`config.mk`:
```
export PLATFORM = sky130hd
export DESIGN_NAME = split_tracked
export DESIGN_NICKNAME = d
export VERILOG_FILES = /design/src/rtl/split_tracked.sv
export SDC_FILE = /design/constraint.sdc
export NUM_CORES = 1
export LEC_CHECK = 0
export ABC_AREA = 0
export CAP_MARGIN = 15
export CORE_AREA = 2 2 119 121
export DETAILED_ROUTE_END_ITERATION = 6
export DIE_AREA = 0 0 121 123
export HOLD_SLACK_MARGIN = 0.03
export PLACE_DENSITY = 0.49
export SLEW_MARGIN = 20
export SYNTH_ARGS = -nofsm -noshare
export SYNTH_HDL_FRONTEND = slang
export SYNTH_SLANG_ARGS = --single-unit
```
`constraint.sdc`:
```
create_clock -name clk -period 1.71 [get_ports clk]
set_input_delay 0.342 -clock clk [delete_from_list [all_inputs] [get_ports clk]]
set_output_delay 0.342 -clock clk [all_outputs]
set_load 0.01 [all_outputs]
```
`src/rtl/split_tracked.sv`:
```
// One-master to N-slave bus splitter with a latched per-transaction select.
// Optional hung-slave timeout is enabled by defining SPLIT_TIMEOUT_EN.
`ifndef ADDR_W
`define ADDR_W 32
`endif
`ifndef DATA_W
`define DATA_W 32
`endif
`ifndef STRB_W
`define STRB_W (`DATA_W/8)
`endif
`ifndef REQ_W
`define REQ_W (1+`ADDR_W+`DATA_W+`STRB_W)
`endif
`ifndef RESP_W
`define RESP_W (`DATA_W+1)
`endif
`ifndef ADDR_LSB
`define ADDR_LSB (`DATA_W+`STRB_W)
`endif

module split_tracked #(
  parameter int N_SLAVES   = 2,
  parameter int P_SLAVES   = `ADDR_W-1,
  parameter int N_SLAVES_W = (N_SLAVES > 1) ? $clog2(N_SLAVES) : 1,
  parameter int TIMEOUT    = 1024
) (
  input  logic                         clk,
  input  logic                         rst,
  input  logic [`REQ_W-1:0]            m_req,
  output logic [`RESP_W-1:0]           m_resp,
  output logic [N_SLAVES*`REQ_W-1:0]   s_req,
  input  logic [N_SLAVES*`RESP_W-1:0]  s_resp,
  output logic                         err
);

  typedef enum logic [1:0] {
    IDLE,
    BUSY,
    ERR
  } state_t;

  state_t                  state, state_d;
  logic [N_SLAVES_W-1:0]   sel_q, sel_d;
  logic                    m_valid;
  logic                    sel_ok;
  logic                    s_ready;
  logic                    to_hit;
  logic                    fwd;
  logic [`RESP_W-1:0]      resp_sel;

  assign m_valid = m_req[`REQ_W-1];
  assign sel_d   = (state == IDLE)
                 ? m_req[`ADDR_LSB+P_SLAVES -: N_SLAVES_W]
                 : sel_q;
  assign sel_ok  = int'(sel_d) < N_SLAVES;

  always_comb begin
    resp_sel = '0;
    for (int i = 0; i < N_SLAVES; i++)
      if (sel_d == N_SLAVES_W'(i))
        resp_sel = s_resp[i*`RESP_W +: `RESP_W];
  end

  assign s_ready = resp_sel[0];

`ifdef SPLIT_TIMEOUT_EN
  localparam int CNT_W = $clog2(TIMEOUT+1);
  logic [CNT_W-1:0] cnt;

  assign to_hit = (cnt == CNT_W'(TIMEOUT-1));

  // Counter only runs while waiting on a selected slave
  always_ff @(posedge clk) begin
    if (rst)
      cnt <= '0;
    else if (state != BUSY)
      cnt <= '0;
    else if (!s_ready)
      cnt <= cnt + 1'b1;
  end
`else
  assign to_hit = 1'b0;
`endif

  always_comb begin
    state_d = state;
    fwd     = 1'b0;
    s_req   = '0;
    m_resp  = '0;
    unique case (state)
      IDLE: begin
        if (m_valid) begin
          if (sel_ok) begin
            fwd     = 1'b1;
            state_d = s_ready ? IDLE : BUSY;
          end else begin
            state_d = ERR;
          end
        end
      end
      BUSY: begin
        if (!m_valid) begin
          state_d = IDLE;
        end else begin
          fwd = 1'b1;
          if (s_ready)
            state_d = IDLE;
          else if (to_hit)
            state_d = ERR;
        end
      end
      ERR: begin
        m_resp  = {{`DATA_W{1'b0}}, 1'b1};
        state_d = IDLE;
      end
      default: state_d = IDLE;
    endcase
    if (fwd) begin
      m_resp = resp_sel;
      for (int i = 0; i < N_SLAVES; i++)
        if (sel_d == N_SLAVES_W'(i))
          s_req[i*`REQ_W +: `REQ_W] = m_req;
    end
    // Outputs are held quiet for the whole reset cycle
    if (rst) begin
      s_req  = '0;
      m_resp = '0;
    end
  end

  always_ff @(posedge clk) begin
    if (rst) begin
      state <= IDLE;
      sel_q <= '0;
      err   <= 1'b0;
    end else begin
      state <= state_d;
      err   <= (state_d == ERR);
      if (state == IDLE && m_valid)
        sel_q <= sel_d;
    end
  end

endmodule

```
==> report_table.html <==
<table>
<tr><th>Metric</th><th>Value</th></tr>
<tr><th colspan="2">Worst setup path</th></tr>
<tr><td>Worst setup path class</td><td>register to primary output</td></tr>
<tr><td>Peak per-stage delay on the critical path</td><td>0.34 ns</td></tr>
<tr><td>Critical-path maximum fanout</td><td>5</td></tr>
<tr><td>Crit path arrival time</td><td>1.76 ns</td></tr>
<tr><td>Cell repeated most along the worst path</td><td>sky130_fd_sc_hd__buf_12</td></tr>
<tr><td>Category of the worst setup path launch point</td><td>register</td></tr>
<tr><td>Library cell contributing the largest single delay on the critical path</td><td>sky130_fd_sc_hd__dfxtp_2</td></tr>
<tr><td>Crit. End Element</td><td>primary output</td></tr>
<tr><td>R2R Setup Slk</td><td>approximately 0.4 ns</td></tr>
<tr><td>Cell chain of the critical path</td><td>mux2i_2 -&gt; buf_4 -&gt; nor2_4 -&gt; buf_12 -&gt; buf_12 -&gt; buf_16 -&gt; a22o_1 -&gt; buf_2</td></tr>
<tr><td>Required time of the critical path</td><td>1.37 ns</td></tr>
<tr><th colspan="2">Yosys</th></tr>
<tr><td>Cell taking the most area after synthesis</td><td>sky130_fd_sc_hd__and2_1</td></tr>
<tr><td>Share of Yosys cell area claimed by the top area cell type</td><td>57.2%</td></tr>
<tr><td>Distinct cell type count of the synthesized netlist</td><td>17</td></tr>
<tr><td>Average size of a mapped cell</td><td>7.11 sq um</td></tr>
<tr><td>Synth cell count leaders</td><td>sky130_fd_sc_hd__and2_1, sky130_fd_sc_hd__a22o_1, sky130_fd_sc_hd__buf_6, sky130_fd_sc_hd__buf_2, sky130_fd_sc_hd__clkbuf_2</td></tr>
<tr><td>Number of synthesis warnings</td><td>0</td></tr>
<tr><td>EDFF count, synth</td><td>0</td></tr>
<tr><td>Number of instances in the synthesized netlist</td><td>209</td></tr>
<tr><td>Sequential cell area fraction in the yosys report</td><td>5.39%</td></tr>
<tr><td>Count leader, synth</td><td>sky130_fd_sc_hd__and2_1</td></tr>
<tr><td>FFs w/ async S/R, synth</td><td>0%</td></tr>
<tr><td>Number of synthesized register bits</td><td>4</td></tr>
<tr><td>Synth top area cells</td><td>sky130_fd_sc_hd__and2_1, sky130_fd_sc_hd__a22o_1, sky130_fd_sc_hd__buf_6</td></tr>
<tr><td>Leading register cell type out of synthesis</td><td>sky130_fd_sc_hd__dfxtp_1</td></tr>
<tr><td>Combined area of all synthesized cells</td><td>1490 sq um</td></tr>
<tr><th colspan="2">STA</th></tr>
<tr><td>Final worst path period need</td><td>2.10 ns</td></tr>
<tr><td>Peak clock frequency supported by timing</td><td>0.476 GHz</td></tr>
<tr><td>Total negative setup slack</td><td>-48.64 ns</td></tr>
<tr><td>RSZ-0062 raised after global routing</td><td>true</td></tr>
<tr><td>Post-route clock period utilization</td><td>123%</td></tr>
<tr><td>Clock Skews</td><td>around 0.0027 ns</td></tr>
<tr><td>Final Worst Setup Slack</td><td>-0.391 ns</td></tr>
<tr><td>Final setup violation count</td><td>171</td></tr>
<tr><td>Pins Over Slew Limit</td><td>0</td></tr>
<tr><td>Final Hold Vio Count</td><td>0</td></tr>
<tr><th colspan="2">Routing</th></tr>
<tr><td>Remaining antenna violation count</td><td>0</td></tr>
<tr><td>Via count</td><td>2,905</td></tr>
<tr><td>Count of TritonRoute iterations in the first routing pass</td><td>4</td></tr>
<tr><td>Sum of routed wire length over all layers</td><td>13.7 mm</td></tr>
<tr><td>DR WL/cell</td><td>18.7 um</td></tr>
<tr><td>Initial drt markers</td><td>between 70 and 80</td></tr>
<tr><td>Residual DRC</td><td>0</td></tr>
<tr><td>Drt via density</td><td>about 3.9</td></tr>
<tr><th colspan="2">Run</th></tr>
<tr><td>Max capacitance violation total</td><td>0</td></tr>
<tr><th colspan="2">Pwr</th></tr>
<tr><td>VDD IR max</td><td>~0.0004 V</td></tr>
<tr><td>Power density over the cells</td><td>roughly 230 nW/um^2</td></tr>
<tr><td>Portion of total power attributed to combinational logic</td><td>65.7%</td></tr>
<tr><td>Reported net switching power</td><td>~0.35 mW</td></tr>
<tr><td>Total power</td><td>1.35 mW</td></tr>
<tr><td>Leakage power figure</td><td>2.84 nW</td></tr>
<tr><td>Relative contribution of the clock network to total power</td><td>26.6%</td></tr>
<tr><td>Switch share</td><td>26.1%</td></tr>
<tr><td>Internal</td><td>~1 mW</td></tr>
<tr><td>Portion of total power attributed to sequential cells</td><td>7.6%</td></tr>
<tr><th colspan="2">Clock tree</th></tr>
<tr><td>Clock sink count</td><td>4</td></tr>
<tr><td>Insertion delay of the later-clocked pin in the worst-skew pair</td><td>0.22 ns</td></tr>
<tr><td>Clock buffers created by TritonCTS</td><td>3</td></tr>
<tr><td>H-tree levels</td><td>1</td></tr>
<tr><td>Clock transition at the register clock pins on the worst setup and hold paths after CTS</td><td>roughly 0.030 ns</td></tr>
<tr><td>TritonCTS clock tree</td><td>done</td></tr>
<tr><td>Clock tree root driver cell</td><td>sky130_fd_sc_hd__clkbuf_16</td></tr>
<tr><td>Count of hold buffers inserted by post-cts repair</td><td>0</td></tr>
<tr><td>Maximum buffer depth of the clock tree</td><td>2</td></tr>
<tr><th colspan="2">Place</th></tr>
<tr><td>Final estimated routing congestion in global placement</td><td>about 0.8</td></tr>
<tr><td>Cell area after placement</td><td>approximately 4800 sq um</td></tr>
<tr><td>Post-detail-place hpwl</td><td>8.48 mm</td></tr>
<tr><td>Count of buffers from port buffering</td><td>308</td></tr>
<tr><th colspan="2">Finish</th></tr>
<tr><td>Fin nets</td><td>696</td></tr>
<tr><td>Fraction of final layout cells sized beyond drive strength 1</td><td>61.0%</td></tr>
<tr><td>Area of all placed cells without fillers</td><td>5920 sq um</td></tr>
<tr><td>Area added between synthesis and finish</td><td>298%</td></tr>
<tr><td>Count of filler cells inserted in the layout</td><td>between 1,000 and 1,500</td></tr>
<tr><td># diodes</td><td>0</td></tr>
<tr><th colspan="2">Floorplan</th></tr>
<tr><td>Area of the die</td><td>14,900 sq um</td></tr>
<tr><td>Starting density of the core</td><td>10.9%</td></tr>
<tr><td>Row count</td><td>43</td></tr>
<tr><td>Core area</td><td>13,600 sq um</td></tr>
<tr><td>Die Ht</td><td>between 100 and 150 um</td></tr>
<tr><td>Horizontal extent of the die</td><td>roughly 120 um</td></tr>
<tr><td># IOs</td><td>309</td></tr>
<tr><th colspan="2">Global routing</th></tr>
<tr><td>Via count of the first global-routing pass</td><td>2,881</td></tr>
<tr><td>Overall Global Routing Usage</td><td>16.4%</td></tr>
<tr><td>Total global routing overflow</td><td>0</td></tr>
<tr><td>Maximum number of pins on one net before global-route repair</td><td>17</td></tr>
<tr><td>Antenna violations before repair</td><td>0</td></tr>
<tr><td>First-pass GRT wire length</td><td>18.4 mm</td></tr>
<tr><th colspan="2">Min path</th></tr>
<tr><td>Worst hold path type</td><td>register to register</td></tr>
<tr><th colspan="2">Status</th></tr>
<tr><td>Run status</td><td>finished, violations left</td></tr>
<tr><td>Violated checks</td><td>setup timing</td></tr>
</table>
==> sequential cells by signal (all words and copies together) (netlist names) <==
signal	flops
state	2
err	1
sel_q	1
==> metal layers <==
| layer | track usage, % | share of wire, % | vias up | wire (um) |
|---|---|---|---|---|
| met5 | 0 | 0 | - | 0 |
| met4 | 1.31 | 0.33 | 0 | 45 |
| met3 | 3.23 | 7.7 | 4 | 1060 |
| met2 | 30.9 | 52 | 176 | 7170 |
| met1 | 19.9 | 40 | 1329 | 5470 |
| li1 | - | - | 1396 | - |
==> repair_timing <==
| action | CTS | global route |
|---|---|---|
| cloned | 21 | 7 |
| resized for setup | 806 | 160 |
| buffers inserted | 22 | 8 |
| endpoints found under the hold margin | 0 | 0 |
| endpoints found under the setup margin | 171 | 171 |
| pin swaps | 44 | 49 |
==> critical path: cells and delay by family (launching register included) <==
| family | cells | cell delay [ns] |
|---|---|---|
| AO/OA/AOI/OAI | 1 | 0.22 |
| buffers and inverters | 5 | 0.68 |
| flip-flops | 1 | 0.34 |
| multiplexers | 1 | 0.23 |
| AND/OR/NAND/NOR | 1 | 0.05 |
==> cells by family after synthesis <==
logic type / after synthesis / synth area share (%)
buffers and inverters: 24 / 12.2
AOI/OAI and AO/OA: 33 / 19.4
other: 1 / 0.252
DFF: 4 / 5.39
and+or+nand+nor: 143 / 60.0
muxes: 4 / 2.69
==> through the flow <==
| stage | std cells | setup WS (ns) | utilization [%] | hold slack, ns |
|---|---|---|---|---|
| 6_report | 737 | -0.391 | 43.5 | 0.536 |
| 3_5_place_dp | 687 | -0.964 | 35.0 | 0.539 |
| 2_1_floorplan | 210 | 0.109 | - | 0.414 |
| 4_1_cts | 731 | -0.388 | 38.6 | 0.549 |
| 5_1_grt | 737 | -0.455 | 43.5 | 0.559 |
| 3_3_place_gp | 687 | -0.950 | 35.0 | 0.530 |
==> power groups by stage <==
stage	registers (mW)	clock network [mW]	logic [mW]
3_3_place_gp	0.103	0	0.698
4_1_cts	0.102	0.370	0.815
6_report	0.103	0.360	0.889
2_1_floorplan	0.103	0	0.169
5_1_grt	0.103	0.377	0.942
3_5_place_dp	0.103	0	0.697
==> placed cells by master, fill, tap and decap left out, drive strengths merged <==
| cell type | Yosys | final |
|---|---|---|
| buf | 16 | 220 |
| and2 | 136 | 136 |
| clkdlybuf4s50 | 0 | 134 |
| a22o | 32 | 32 |
| clkbuf | 6 | 10 |
| dlygate4sd2 | 0 | 5 |
| mux2i | 4 | 4 |
| dfxtp | 4 | 4 |
| nor2 | 3 | 3 |
| conb | 1 | 2 |
| inv | 2 | 2 |
| nand3 | 1 | 1 |
| and4 | 1 | 1 |
| o32ai | 1 | 1 |
| nor3b | 1 | 1 |
| nor2b | 1 | 1 |
==> area by class of cell <==
type / count / area, sq um / share of cell area, %
timing repair buffer: 366 / 4020 / 67.9
multi-input combinational: 182 / 1510 / 25.5
tap: 180 / 225 / 3.80
sequential: 4 / 82.6 / 1.39
clock buffer: 3 / 75.1 / 1.27
inverter: 2 / 7.51 / 0.127
==> path summary, 6_finish.rpt <==
check,cells after the start,to,startpoint
max,8,m_resp[19],state[0]$_SDFF_PP0_
min,2,sel_q$_SDFFE_PP0P_,sel_q$_SDFFE_PP0P_
max reg2reg,6,state[0]$_SDFF_PP0_,state[0]$_SDFF_PP0_
min reg2reg,2,sel_q$_SDFFE_PP0P_,sel_q$_SDFFE_PP0P_
No activity file was read; power rests on OpenSTA's default activity.
